File: config.mk
export PLATFORM = sky130hd
export DESIGN_NAME = mil1553_tx
export DESIGN_NICKNAME = d
export VERILOG_FILES = /design/src/rtl/mil1553_pkg.sv /design/src/rtl/m1553_bit_timer.sv /design/src/rtl/mil1553_tx.sv
export SDC_FILE = /design/constraint.sdc
export NUM_CORES = 1
export LEC_CHECK = 0
export ABC_AREA = 1
export CAP_MARGIN = 20
export CORE_MARGIN = 1
export CORE_UTILIZATION = 49
export DETAILED_ROUTE_END_ITERATION = 10
export MAX_ROUTING_LAYER = met4
export PLACE_DENSITY = 0.76
export SKIP_LAST_GASP = 1
export SLEW_MARGIN = 20
export SYNTH_ARGS = -nofsm -noshare
export SYNTH_HDL_FRONTEND = slang
export SYNTH_SLANG_ARGS = --single-unit
File: constraint.sdc
create_clock -name clk_8M -period 2 [get_ports clk_8M]
set_clock_uncertainty 0.05 [all_clocks]
set_input_delay 0.2 -clock clk_8M [delete_from_list [all_inputs] [get_ports clk_8M]]
set_output_delay 0.2 -clock clk_8M [all_outputs]
set_load 0.01 [all_outputs]
File: src/rtl/mil1553_pkg.sv
// Shared constants, word_type encodings and FSM state encoding for the
// MIL-STD-1553 word transmitter.
package mil1553_pkg;

    localparam int CLK_PER_HALF   = 4;
    localparam int SYNC_HALF_CLKS = 12;
    localparam int DATA_BITS      = 16;

    localparam logic [1:0] WT_SYNC_LH = 2'b01;
    localparam logic [1:0] WT_SYNC_HL = 2'b10;

    typedef enum logic [2:0] {
        ST_IDLE,
        ST_SYNC,
        ST_DATA,
        ST_PARITY,
        ST_GAP
    } state_t;

    function automatic logic wt_valid(input logic [1:0] wt);
        return (wt == WT_SYNC_LH) || (wt == WT_SYNC_HL);
    endfunction

endpackage

File: src/rtl/m1553_bit_timer.sv
// Bit-cell timer: a 3-bit phase counter giving the half-bit indicator and
// the bit-end tick for Manchester data and parity cells.
module m1553_bit_timer
    import mil1553_pkg::*;
(
    input  logic clk_8M,
    input  logic clrn,
    input  logic clr,
    input  logic en,
    output logic second_half,
    output logic bit_end
);

    logic [2:0] phase;

    always_ff @(posedge clk_8M or negedge clrn) begin
        if (!clrn)
            phase <= '0;
        else if (clr)
            phase <= '0;
        else if (en)
            phase <= phase + 3'd1;
    end

    assign second_half = (phase >= 3'(CLK_PER_HALF));
    assign bit_end     = en && (phase == 3'(2 * CLK_PER_HALF - 1));

endmodule

File: src/rtl/mil1553_tx.sv
// MIL-STD-1553 word transmitter: sync, 16 Manchester data bits, odd parity,
// then a fixed bus-idle gap. Line outputs are registered one clock behind the FSM.
module mil1553_tx
    import mil1553_pkg::*;
#(
    parameter int GAP_CLKS = 32
) (
    input  logic        clk_8M,
    input  logic        clrn,
    input  logic [15:0] data_in,
    input  logic [1:0]  word_type,
    input  logic        start,
    output logic        ready,
    output logic        tx_out,
    output logic        tx_en,
    output logic        done,
    output logic        err
);

    localparam int GAP_W = (GAP_CLKS > 1) ? $clog2(GAP_CLKS) : 1;

    state_t               state, state_nx;
    logic [DATA_BITS-1:0] shreg;
    logic [3:0]           bit_idx;
    logic [4:0]           sync_cnt;
    logic [GAP_W-1:0]     gap_cnt;
    logic                 sync_first, par_bit, rdy_q;
    logic                 accept, timer_clr, timer_en, second_half, bit_end;
    logic                 tx_out_d, tx_en_d, done_d;

    // rdy_q is registered so ready stays low while clrn is asserted
    assign ready     = rdy_q;
    assign accept    = rdy_q && start && wt_valid(word_type);
    assign timer_en  = (state == ST_DATA) || (state == ST_PARITY);
    assign timer_clr = (state_nx != state);

    m1553_bit_timer u_timer (
        .clk_8M      (clk_8M),
        .clrn        (clrn),
        .clr         (timer_clr),
        .en          (timer_en),
        .second_half (second_half),
        .bit_end     (bit_end)
    );

    always_comb begin
        state_nx = state;
        tx_en_d  = 1'b0;
        tx_out_d = 1'b0;
        done_d   = 1'b0;
        case (state)
            ST_IDLE: begin
                if (accept)
                    state_nx = ST_SYNC;
            end
            ST_SYNC: begin
                tx_en_d  = 1'b1;
                tx_out_d = (sync_cnt < 5'(SYNC_HALF_CLKS)) ? sync_first : !sync_first;
                if (sync_cnt == 5'(2 * SYNC_HALF_CLKS - 1))
                    state_nx = ST_DATA;
            end
            ST_DATA: begin
                tx_en_d  = 1'b1;
                tx_out_d = shreg[DATA_BITS-1] ^ second_half;
                if (bit_end && (bit_idx == 4'(DATA_BITS - 1)))
                    state_nx = ST_PARITY;
            end
            ST_PARITY: begin
                tx_en_d  = 1'b1;
                tx_out_d = par_bit ^ second_half;
                done_d   = bit_end;
                if (bit_end)
                    state_nx = ST_GAP;
            end
            ST_GAP: begin
                if (gap_cnt == GAP_W'(GAP_CLKS - 1))
                    state_nx = ST_IDLE;
            end
            default: state_nx = ST_IDLE;
        endcase
    end

    always_ff @(posedge clk_8M or negedge clrn) begin
        if (!clrn) begin
            state    <= ST_IDLE;
            rdy_q    <= 1'b0;
            err      <= 1'b0;
            tx_out   <= 1'b0;
            tx_en    <= 1'b0;
            done     <= 1'b0;
            sync_cnt <= '0;
            gap_cnt  <= '0;
        end else begin
            state    <= state_nx;
            rdy_q    <= (state_nx == ST_IDLE);
            err      <= rdy_q && start && !wt_valid(word_type);
            tx_out   <= tx_out_d;
            tx_en    <= tx_en_d;
            done     <= done_d;
            sync_cnt <= (state == ST_SYNC && state_nx == ST_SYNC) ? sync_cnt + 5'd1 : '0;
            gap_cnt  <= (state == ST_GAP && state_nx == ST_GAP) ? gap_cnt + GAP_W'(1) : '0;
        end
    end

    // Payload, sync polarity and parity are frozen at acceptance
    always_ff @(posedge clk_8M or negedge clrn) begin
        if (!clrn) begin
            shreg      <= '0;
            bit_idx    <= '0;
            sync_first <= 1'b0;
            par_bit    <= 1'b0;
        end else if (accept) begin
            shreg      <= data_in;
            bit_idx    <= '0;
            sync_first <= (word_type == WT_SYNC_HL);
            par_bit    <= ~^data_in;
        end else if (state == ST_DATA && bit_end) begin
            shreg      <= shreg << 1;
            bit_idx    <= bit_idx + 4'd1;
        end
    end

endmodule

-- After elaboration in Yosys (flattened, before gate mapping)
Index checks and enable logic that the tools add are counted.
- reductions and logical operators: 18
- multiplexer cells: 18
- bitwise logic cells: 2
- $add $sub $neg: 4
- equality and inequality tests: 13
- magnitude comparators: 2
- operator list (cell ; number):
    $mux 16 ; 2
    $mux 3 ; 7
    $reduce_xnor 16->1 ; 1
    $pmux 3 s5 ; 1
    $add 5x1->5 const B ; 2
    $eq 5x5->1 const B ; 2
    $mux 5 ; 2
    $eq 3x3->1 const B ; 3
    $logic_and 1x1->1 ; 8
    $mux 4 ; 2
    $eq 3x1->1 const B ; 2
    $eq 3x2->1 const B ; 2
    $logic_not 3->1 ; 2
    $lt 5x4->1 const B ; 1
    $add 4x1->4 const B ; 1
    $eq 4x4->1 const B ; 1
    $reduce_bool 2->1 ; 2
    $add 3x1->3 const B ; 1
    $ge 3x3->1 const B ; 1
    $mux 1 ; 3
    $ne 3x3->1 ; 1
    $pmux 1 s3 ; 1
    $reduce_or 3->1 ; 1
    $eq 2x1->1 const B ; 1
    4 further kinds ; 7
- logic and storage cells: 70
- output and inout port bits: 5
- bits of input ports: 21
- register bits: 43

-- Longest topological paths before layout
- depth after elaboration: 9
- gate-level depth with buffers: 11
- mapped depth without buffers: 11

-- Modules after synthesis
A second synthesis with hierarchy kept.
- cells, all modules: 298
- area, all modules: 2349.8 um^2
- by module, submodules not included (module ; cells each ; seq. area each (um^2) ; instances ; area an instance (um^2)):
    mil1553_tx ; 276 ; 1001.0 ; 1 ; 2170.8
    m1553_bit_timer ; 22 ; 75.1 ; 1 ; 178.9

-- Worst setup path before layout
No wires, ideal clock.
- kind: reg-to-reg
- start: reg gap_cnt[0]
- end: reg u_timer.phase[0]
- path slack: 0.468 ns
- stages on the path, launching flop included: 10
- required time: 1.864 ns
- arrival time: 1.396 ns
- setup time: 0.086 ns
- buffers on the path: 0
- clock period less this slack: 1.532 ns
- cell sequence: dfrtp_1 ha_1 nand2_1 nor2_1 ha_1 nor2_1 nand2_1 o21ai_0 nand2_1 nor3_1
- cells in the longest elaborated chain, start to end: 5
- elaborated cells on any way between the ends: 6
- classes of those cells: 2 x eq/ne; 3 x mux; 1 x reduce/logical
- ends and longest elaborated chain (what ; line ; text):
    start: declaration ; mil1553_tx.sv:26 ; logic [GAP_W-1:0] gap_cnt;
    start signal: assignment ; mil1553_tx.sv:101 ; gap_cnt <= (state == ST_GAP && state_nx == ST_GAP) ? gap_cnt + GAP_W'(1) : '0;
    $eq 5x5->1 (*) ; mil1553_tx.sv:76 ; if (gap_cnt == GAP_W'(GAP_CLKS - 1))
    $mux 3 (*) ; mil1553_tx.sv:76 ;
    $pmux 3 s5 (*) ; mil1553_tx.sv:51 ; case (state)
    $ne 3x3->1 (*) ; mil1553_tx.sv:35 ; assign timer_clr = (state_nx != state);
    $mux 3 or $reduce_bool 2->1 (tied branches) ; n/a ;
    end signal: assignment ; m1553_bit_timer.sv:22 ; phase <= phase + 3'd1;
    end: declaration ; m1553_bit_timer.sv:14 ; logic [2:0] phase;
Mark *: on every way between the ends. The rest lies on a longest branch, timed or not.
A chain may end at the register's enable or synchronous reset.

-- Worst setup path in the final report
- start: reg gap_cnt[0]
- end: reg u_timer.phase[1]
Same word-level chain as after synthesis.

==> metrics.cfg <==
[yosys]
synth-seq-area-share_pct = 43.61
netlist_instances = 315
yosysTopAreaCell = dfrtp_1
synth-main-ff-cell = dfrtp_1
synth_edf_count = 0
synth_top_area_share_pct = 43.61
synth_fp_nets = 343
netlist_top_cells_count = nand2_1, dfrtp_1, nor2_1
syn_avg_cell_area_um2 = 7.833
synth_seq_cells = 43
synthArstFlopShare_pct = 100.0
synth.most_common_cell = nand2_1
synthesis.area_um2 = 2467
yosysWarningCount = 0
yosys-top-cells-area = dfrtp_1, nand2_1, a31oi_2
yosysUniqueCellTypes = 28

[detailed_routing]
drt_first_pass_iters = 4
drcViolationCount = 0
via_count = 1971
viasPerCell = 4.772
avgRoutedWirePerCell_um = 10.57
postRouteAntennaNets = 0
first_iter_violations = 116
routed_wl_um = 4364

[setup_path]
worst-r2r-setup-slack_ps = 260
crit_arrival_ps = 1900
start_kind = flop
cp-end-kind = flop
required_ps = 2150
rr_worst_depth = 9
setup.worst_path.class = reg2reg
crit_path_max_fanout = 7

[timing]
tightest_slew_ps = 337.7
rsz0062_at_grt = no
fmax_mhz = 573.2
finalWorstPathRequiredPeriod_ps = 1745
relSlewSlack_pct = 77.41
final.setup.tns_ps = 0
slew_violations = 0
period_share_pct = 87.24
finalHoldViolCount = 0
setup_viol = 0

[power_and_ir_drop]
swShare_pct = 23.73
pwr-share-comb_pct = 10.4
power_density_nw_per_um2 = 539.2
power.switching_mw = 0.3691
ir_drop_uv = 255.2
power.share.clock_pct = 33.8
sequentialPowerShare_pct = 55.9
internal_power_mw = 1.186
p_leak_nw = 1.439

[die]
start_util_pct = 51.56
io_pins = 26
die_y_um = 72.96
dieArea_um2 = 5323
core_area_um2 = 4786
rows = 25
die_x_um = 72.96

[final_layout]
final_cells = 413
n_antenna_cell = 0
area_growth_pct = 16.89
final_nets = 373
regArea_um2 = 1076
drive_gt1_share_pct = 9.249
n_fill_cell = 427
multiInputGateArea_um2 = 1191

[outcome]
outcome = finished, final reports clean

[placement]
port-buffer-count = 25
hpwl_um = 3218
place.gp.congestion = 0.8231
place_inst = 404

[worst_hold_path]
hold_class = in2async

[global_route]
grt_use_total_pct = 19.86
grt_max_degree = 44
globalRouteOverflowTotal = 0
grt_pass1_vias = 1849
grt_pass1_wl_um = 7921
grt_antenna_before_repair = 0

[clock_tree]
htree_levels = 2
numClockSinks = 43
worstSkewPairLatency_ps = 300
root_buffer = clkbuf_8
post_cts_buffers = 0
clockBufferDepth = 2
cts_buffers = 5
clkTransAtPathRegs_ps = 80
cts_tree = yes

[run]
drv_cap = 0

## cell usage in the layout (no fill, tap or decap), types with 3 or more instances in the layout
cell and count:
nand2_1 116, dfrtp_1 43, nor2_1 38, inv_1 35, clkdlybuf4s50_1 24, nand3_1 12, a31oi_2 12, xnor2_1 7
ha_1 7, o21ai_0 6, xor2_1 6, nor3_1 6, clkbuf_8 5, a21oi_1 3, a31oi_1 3
## power groups by stage
stage	clock network [mW]	registers (mW)	logic [mW]
global route	0.573	0.868	0.188
global placement	0	0.886	0.156
CTS	0.546	0.868	0.163
floorplan	0	0.886	0.0730
detailed placement	0	0.886	0.161
finish	0.526	0.869	0.161
## logic make-up (layout without fill, tap and decap cells)
group           Yosys count  after routing  synth area share (%)
compound gates           25             25                 8.976
xor+xnor                 13             13                 4.615
fa+ha+maj                 7              7                 3.550
buf+inv                  44             75                 8.114
flops                    43             43                 43.61
simple gates            183            183                 31.14
## sequential cells by signal, summed over array words and instances, names as in the netlist
register	count
bit_idx	4
done	1
err	1
gap_cnt	5
par_bit	1
ready	1
shreg	16
state	3
sync_cnt	5
sync_first	1
tx_en	1
tx_out	1
u_timer.phase	3
## timing repair
action / CTS / global route
endpoints found under the hold margin: 43 / 0
hold buffers: 1 / 0
resized for setup: 0 / 0
## critical path, cell delays in order (launching register included)
cell     delay (ps)
dfrtp_1         410
ha_1            210
nand2_1          80
nor2_1           40
ha_1            170
nor2_1          100
nand2_1         160
o21ai_0         120
nand2_1         110
nor3_1          200
## final timing paths
check | to | startpoint
min | u_timer.phase[2] | clrn
min reg2reg | sync_cnt[0] | sync_cnt[0]
max | u_timer.phase[1] | gap_cnt[0]
max in group asynchronous | tx_en | clrn
max reg2reg | u_timer.phase[1] | gap_cnt[0]
min in group clk_8M | sync_cnt[0] | sync_cnt[0]
## metal layers
metal | share of wire (%) | wire (um) | vias up | track usage, %
met2 | 47 | 2046 | 25 | 33.23
met4 | 1.1 | 49 | 0 | 5.229
met5 | 0 | 0 | - | -
li1 | - | - | 1049 | -
met3 | 2.5 | 110 | 5 | 3.729
met1 | 49 | 2156 | 892 | 24.80
## metrics by stage
stage          hold WS, ps  worst slack, ps  utilization [%]  instance area, um2  power [mW]
2_1_floorplan       -145.6            468.4                -                2467      0.9591
3_3_place_gp         143.4            111.0            58.35                2793       1.042
3_5_place_dp         142.6            78.55            58.35                2793       1.047
4_1_cts              353.9            235.2            60.26                2884       1.577
5_1_grt              405.7            57.30            60.26                2884       1.630
6_report             348.4            255.3            60.26                2884       1.555
## cell type report
| type | instances | area share, % |
|---|---|---|
| well taps | 67 | 2.907 |
| clock inverters | 1 | 0.1735 |
| multi-input cells | 228 | 41.30 |
| flip-flops and latches | 43 | 37.31 |
| repair buffers | 30 | 10.76 |
| inverters | 37 | 4.902 |
| clock buffers | 7 | 2.646 |
Note: power is estimated with default switching activity, not from simulation.
